### config.mk
export PLATFORM = sky130hd
export DESIGN_NAME = fsgnj_operand_stage_flat
export DESIGN_NICKNAME = d
export VERILOG_FILES = /design/src/rtl/fsgnj_operand_stage_if.sv /design/src/rtl/fsgnj_operand_stage.sv /design/src/flat_wrapper.sv
export SDC_FILE = /design/constraint.sdc
export NUM_CORES = 1
export LEC_CHECK = 0
export BUFFER_PORTS_ARGS = -buffer_cell sky130_fd_sc_hd__buf_2
export CELL_PAD_IN_SITES_DETAIL_PLACEMENT = 0
export CELL_PAD_IN_SITES_GLOBAL_PLACEMENT = 2
export CORE_ASPECT_RATIO = 1.2
export CORE_UTILIZATION = 25
export CTS_BUF_LIST = sky130_fd_sc_hd__clkbuf_16
export DETAILED_ROUTE_END_ITERATION = 6
export GPL_TIMING_DRIVEN = 0
export PLACE_DENSITY_LB_ADDON = 0.1
export SLEW_MARGIN = 10
export SYNTH_ARGS = -nofsm -noshare
export SYNTH_HDL_FRONTEND = slang
export SYNTH_SLANG_ARGS = --single-unit
### constraint.sdc
create_clock -name clk -period 1.5 [get_ports clk]
set_input_delay 0.15 -clock clk [delete_from_list [all_inputs] [get_ports clk]]
set_output_delay 0.15 -clock clk [all_outputs]
set_load 0.005 [all_outputs]
### src/rtl/fsgnj_operand_stage_if.sv
// fsgnj_operand_stage_if: operand/handshake bus between the FP register-file read and the sign-injection prep stage
interface fsgnj_operand_stage_if #(
  parameter int FLEN = 64,
  parameter int TAGW = 5
);
  logic            Flush, InValid, InReady, FmtIn, OutValid, OutReady, Xs, Ys, Fmt;
  logic [FLEN-1:0] XIn, YIn, X;
  logic [1:0]      OpCtrlIn, OpCtrl, BoxErr;
  logic [TAGW-1:0] TagIn, Tag;
  modport master (
    output Flush, InValid, XIn, YIn, FmtIn, OpCtrlIn, TagIn, OutReady,
    input  InReady, OutValid, X, Xs, Ys, Fmt, OpCtrl, Tag, BoxErr
  );
  modport slave (
    input  Flush, InValid, XIn, YIn, FmtIn, OpCtrlIn, TagIn, OutReady,
    output InReady, OutValid, X, Xs, Ys, Fmt, OpCtrl, Tag, BoxErr
  );
endinterface

### src/rtl/fsgnj_operand_stage.sv
// fsgnj_operand_stage: NaN-box check and sign extraction ahead of sign injection, behind a 2-entry skid buffer
module fsgnj_operand_stage #(
  parameter int FLEN = 64,
  parameter int LEN1 = 32,
  parameter int TAGW = 5
) (
  input logic clk,
  input logic reset,
  fsgnj_operand_stage_if.slave bus
);
  typedef struct packed {
    logic [FLEN-1:0] x;
    logic            xs;
    logic            ys;
    logic            fmt;
    logic [1:0]      op;
    logic [TAGW-1:0] tag;
    logic [1:0]      box_err;
  } entry_t;
  localparam logic [FLEN-1:0] CANON_NAN = {{(FLEN-LEN1){1'b1}}, LEN1'(32'h7FC0_0000)};
  entry_t in_e, out_q, out_d, skid_q, skid_d;
  logic   out_v_q, out_v_d, skid_v_q, skid_v_d, x_bad, y_bad, acc, pop;
  always_comb begin
    x_bad       = !bus.FmtIn && !(&bus.XIn[FLEN-1:LEN1]);
    y_bad       = !bus.FmtIn && !(&bus.YIn[FLEN-1:LEN1]);
    in_e.x      = x_bad ? CANON_NAN : bus.XIn;
    in_e.xs     = bus.FmtIn ? bus.XIn[FLEN-1] : !x_bad && bus.XIn[LEN1-1];
    in_e.ys     = bus.FmtIn ? bus.YIn[FLEN-1] : !y_bad && bus.YIn[LEN1-1];
    in_e.fmt    = bus.FmtIn;
    in_e.op     = bus.OpCtrlIn;
    in_e.tag    = bus.TagIn;
    in_e.box_err = {y_bad, x_bad};
    acc         = bus.InValid && !skid_v_q;
    pop         = out_v_q && bus.OutReady;
    // the output register refills from skid first so order stays FIFO
    out_v_d     = skid_v_q || acc || (out_v_q && !pop);
    out_d       = (!out_v_q || pop) ? (skid_v_q ? skid_q : (acc ? in_e : out_q)) : out_q;
    skid_v_d    = skid_v_q ? !pop : (acc && out_v_q && !pop);
    skid_d      = (!skid_v_q && acc && out_v_q && !pop) ? in_e : skid_q;
  end
  always_ff @(posedge clk) begin
    if (reset) begin
      out_v_q  <= 1'b0;
      skid_v_q <= 1'b0;
      out_q    <= '0;
      skid_q   <= '0;
    end else if (bus.Flush) begin
      out_v_q  <= 1'b0;
      skid_v_q <= 1'b0;
    end else begin
      out_v_q  <= out_v_d;
      skid_v_q <= skid_v_d;
      out_q    <= out_d;
      skid_q   <= skid_d;
    end
  end
  assign bus.InReady  = !skid_v_q;
  assign bus.OutValid = out_v_q;
  assign bus.X        = out_q.x;
  assign bus.Xs       = out_q.xs;
  assign bus.Ys       = out_q.ys;
  assign bus.Fmt      = out_q.fmt;
  assign bus.OpCtrl   = out_q.op;
  assign bus.Tag      = out_q.tag;
  assign bus.BoxErr   = out_q.box_err;
endmodule

### src/flat_wrapper.sv
// flat-port wrapper written by rule: the top's interface ports become plain ports
module fsgnj_operand_stage_flat 
#(
  parameter int FLEN = 64,
  parameter int LEN1 = 32,
  parameter int TAGW = 5
)
  (clk, reset, bus_Flush, bus_InValid, bus_XIn, bus_YIn, bus_FmtIn, bus_OpCtrlIn, bus_TagIn, bus_OutReady, bus_InReady, bus_OutValid, bus_X, bus_Xs, bus_Ys, bus_Fmt, bus_OpCtrl, bus_Tag, bus_BoxErr);
  fsgnj_operand_stage_if #(.FLEN(FLEN), .TAGW(TAGW)) bus_i ();
  input logic clk;
  input logic reset;
  input wire logic [$bits(bus_i.Flush)-1:0] bus_Flush;
  input wire logic [$bits(bus_i.InValid)-1:0] bus_InValid;
  input wire logic [$bits(bus_i.XIn)-1:0] bus_XIn;
  input wire logic [$bits(bus_i.YIn)-1:0] bus_YIn;
  input wire logic [$bits(bus_i.FmtIn)-1:0] bus_FmtIn;
  input wire logic [$bits(bus_i.OpCtrlIn)-1:0] bus_OpCtrlIn;
  input wire logic [$bits(bus_i.TagIn)-1:0] bus_TagIn;
  input wire logic [$bits(bus_i.OutReady)-1:0] bus_OutReady;
  output wire logic [$bits(bus_i.InReady)-1:0] bus_InReady;
  output wire logic [$bits(bus_i.OutValid)-1:0] bus_OutValid;
  output wire logic [$bits(bus_i.X)-1:0] bus_X;
  output wire logic [$bits(bus_i.Xs)-1:0] bus_Xs;
  output wire logic [$bits(bus_i.Ys)-1:0] bus_Ys;
  output wire logic [$bits(bus_i.Fmt)-1:0] bus_Fmt;
  output wire logic [$bits(bus_i.OpCtrl)-1:0] bus_OpCtrl;
  output wire logic [$bits(bus_i.Tag)-1:0] bus_Tag;
  output wire logic [$bits(bus_i.BoxErr)-1:0] bus_BoxErr;
  assign bus_i.Flush = bus_Flush;
  assign bus_i.InValid = bus_InValid;
  assign bus_i.XIn = bus_XIn;
  assign bus_i.YIn = bus_YIn;
  assign bus_i.FmtIn = bus_FmtIn;
  assign bus_i.OpCtrlIn = bus_OpCtrlIn;
  assign bus_i.TagIn = bus_TagIn;
  assign bus_i.OutReady = bus_OutReady;
  assign bus_InReady = bus_i.InReady;
  assign bus_OutValid = bus_i.OutValid;
  assign bus_X = bus_i.X;
  assign bus_Xs = bus_i.Xs;
  assign bus_Ys = bus_i.Ys;
  assign bus_Fmt = bus_i.Fmt;
  assign bus_OpCtrl = bus_i.OpCtrl;
  assign bus_Tag = bus_i.Tag;
  assign bus_BoxErr = bus_i.BoxErr;
  fsgnj_operand_stage #(.FLEN(FLEN), .LEN1(LEN1), .TAGW(TAGW)) u_core (.clk(clk), .reset(reset), .bus(bus_i));
endmodule
==> results.toml <==
[setup_path]
worstPathRequired_ns = 1.77
arrival_ns = 1.85
cp_max_fo = 10
slowest_delay_ns = 0.58
cp-end-kind = "flip-flop"
cp-start-kind = "flip-flop"
criticalPathCategory = "flip-flop to flip-flop"
cpMaxStageDelayCell = "or4_4"
cp_cell_sequence = "or4_4, buf_12, clkbuf_16, nand2_1, a21oi_1"

[yosys]
ys_ff_latch = 154
syn-num-nets = 957
yosys_warnings = 0
synthFlopType = "dfxtp_1"
synthDistinctLibCells = 36
ys_seq_area_frac = 0.476
syn_inst = 816
async_reset_ff_frac = 0
avgSynthCellArea_um2 = 7.94
synth_area_um2 = 6480
synth_edf_count = 0

[detailed_routing]
wl_per_cell_um = 17.6
final_antenna_net_count = 0
met2_wirelength_um = 12700
drtPass1Iterations = 4
m1WireLength_um = 11100
wl_um = 24800
drt-initial-drc-count = 189
vias = 6712
met3_length_um = 757
drc = 0
top_layer_used = "met4"
vias_per_cell = 4.75

[timing]
fmax_mhz = 637
clock_skew_ns = 0.0126
rsz0062_at_grt = "true"
slew_viol_final = 0
layout_min_cycle_time_ns = 1.57
setup_ws_ns = -0.0706
slew_headroom = 0.571
finalSetupViolations = 66
fin_crit_sh = 1.05
hold_violations = 0
tightest_slew_ns = 0.644

[global_route]
grt_pass1_vias = 6769
track_usage = 0.191
overflow = 0
grt_first_pass_wirelength_um = 38600
grt_antenna_before_repair = 0
grt_max_degree = 17

[floorplanning]
initial_core_util = 0.254
die_width_um = 149
fp-row-count = 64
die_h_um = 178
ioPinCount = 219
core_um2 = 25500
die_area_um2 = 26600

[cells_and_area]
diodes = 0
fin_cells = 1412
nets = 1211
multiInputGateArea_um2 = 3440
final_util = 0.381
most-common-layout-cells = "buf_2 (196), dfxtp_1 (152), nand2_1 (123)"
seqCellArea_um2 = 3090
layout-drive-gt1-share = 0.340
n_fill_cell = 2755
final_common_cell = "buf_2"
syn2layout_area_growth_pct = 49.6

[cts]
clock_tree.root_cell = "clkbuf_16"
cts_tree = "built"
cts.sinks = 154
clkTransAtPathRegs_ns = 0.06
cts_buffer_depth = 2
insertion_delay_ns = 0.43
cts_buffers = 17
cts-htree-levels = 4

[outcome]
violations = "negative setup slack"
outcome = "complete, but fails checks"

[placement]
portBuffers = 185
dp_hpwl_um = 17700
place_ws_ns = -0.841
place_inst = 1331
gp_congestion = 0.727

[pwr]
power_density_nw_per_um2 = 1040
p_leak_nw = 3.78
irDropWorstVdd_mv = 0.667

[job]
drv_cap = 0

[min_path]
hp-class = "primary input to flip-flop"
routing by layer:
layer  up-vias  GRT usage
met3        21     0.0289
met2       122      0.335
met5         -          0
met1      3178      0.237
li1       3391          -
met4         0     0.0608
stage by stage:
stage                     TNS (ns)  area (um2)  power, W  hold WS (ns)
final                        -2.75        9690    0.0100        0.0153
after global routing         -6.57        9690    0.0105        0.0273
after CTS                    -9.21        9280    0.0101       0.00299
after detailed placement    -90.25        7850   0.00544         0.417
after global placement      -88.15        7850   0.00544         0.410
after floorplan             -0.303        6510   0.00488         0.229
power breakdown:
part	total [W]	switching [W]	internal, W	leakage [nW]
clock	0.00448	0.00186	0.00262	0.288
combinational	0.00123	0.000674	0.000560	2.23
sequential	0.00433	0.0000807	0.00425	1.26
total	0.0100	0.00262	0.00743	3.78
flip-flops by register name (all words and copies together) (netlist names):
| name | cells |
|---|---|
| u_core.bus.OpCtrl | 2 |
| u_core.bus.Fmt | 1 |
| u_core.bus.Tag | 5 |
| u_core.bus.Xs | 1 |
| u_core.bus.X | 64 |
| u_core.skid_q | 76 |
| u_core.skid_v_q | 1 |
| u_core.bus.BoxErr | 2 |
| u_core.bus.OutValid | 1 |
| u_core.bus.Ys | 1 |
logic make-up after synthesis:
logic type / after synthesis / share of synthesized area
AOI/OAI and AO/OA: 210 / 0.201
muxes: 9 / 0.0139
DFF: 154 / 0.476
buffers and inverters: 81 / 0.0545
and+or+nand+nor: 362 / 0.255
what timing repair did:
action                                 CTS  global route
hold buffers                            29             0
setup buffers                           10            12
gates cloned                             2             3
endpoints found under the hold margin   38             0
setup endpoints to repair              155           136
pin swaps                                4             9
resized for setup                      103            88
final cells by class:
| cell class | instances | share of cell area |
|---|---|---|
| Buffer | 73 | 0.0631 |
| Timing Repair Buffer | 241 | 0.157 |
| Sequential cell | 154 | 0.319 |
| Inverter | 2 | 0.00207 |
| Tap cell | 330 | 0.0426 |
| Clock inverter | 14 | 0.0176 |
| Multi-Input combinational cell | 581 | 0.355 |
| Clock buffer | 17 | 0.0439 |
worst max-delay path, delay by kind of cell, from the launching register on:
| family | cells | cell delay, ns |
|---|---|---|
| AOI/OAI and AO/OA | 1 | 0.05 |
| buffers and inverters | 2 | 0.35 |
| DFF | 1 | 0.37 |
| and+or+nand+nor | 2 | 0.64 |
cells in the mapped netlist, drive strengths merged (9+ instances only):
master	n	area share
buf	28	0.024
a31oi	23	0.022
o311ai	40	0.054
mux2i	9	0.014
nand3	23	0.018
nand2	132	0.076
a21oi	89	0.069
a211oi	9	0.010
nor3	63	0.049
o21ai	38	0.029
nor2	78	0.045
clkbuf	51	0.030
nand4	16	0.015
dfxtp	154	0.48
nand2b	40	0.039
final timing paths:
path                    start           endpoint  slack [ns]  depth (start not counted)
max           u_core.skid_v_q   u_core.skid_q[0]       -0.07                          5
max reg2reg   u_core.skid_v_q   u_core.skid_q[0]       -0.07                          5
min                bus_XIn[3]  u_core.skid_q[15]        0.02                          3
min reg2reg  u_core.bus.X[50]   u_core.bus.X[50]        0.45                          2
No activity file was read; power rests on OpenSTA's default activity.
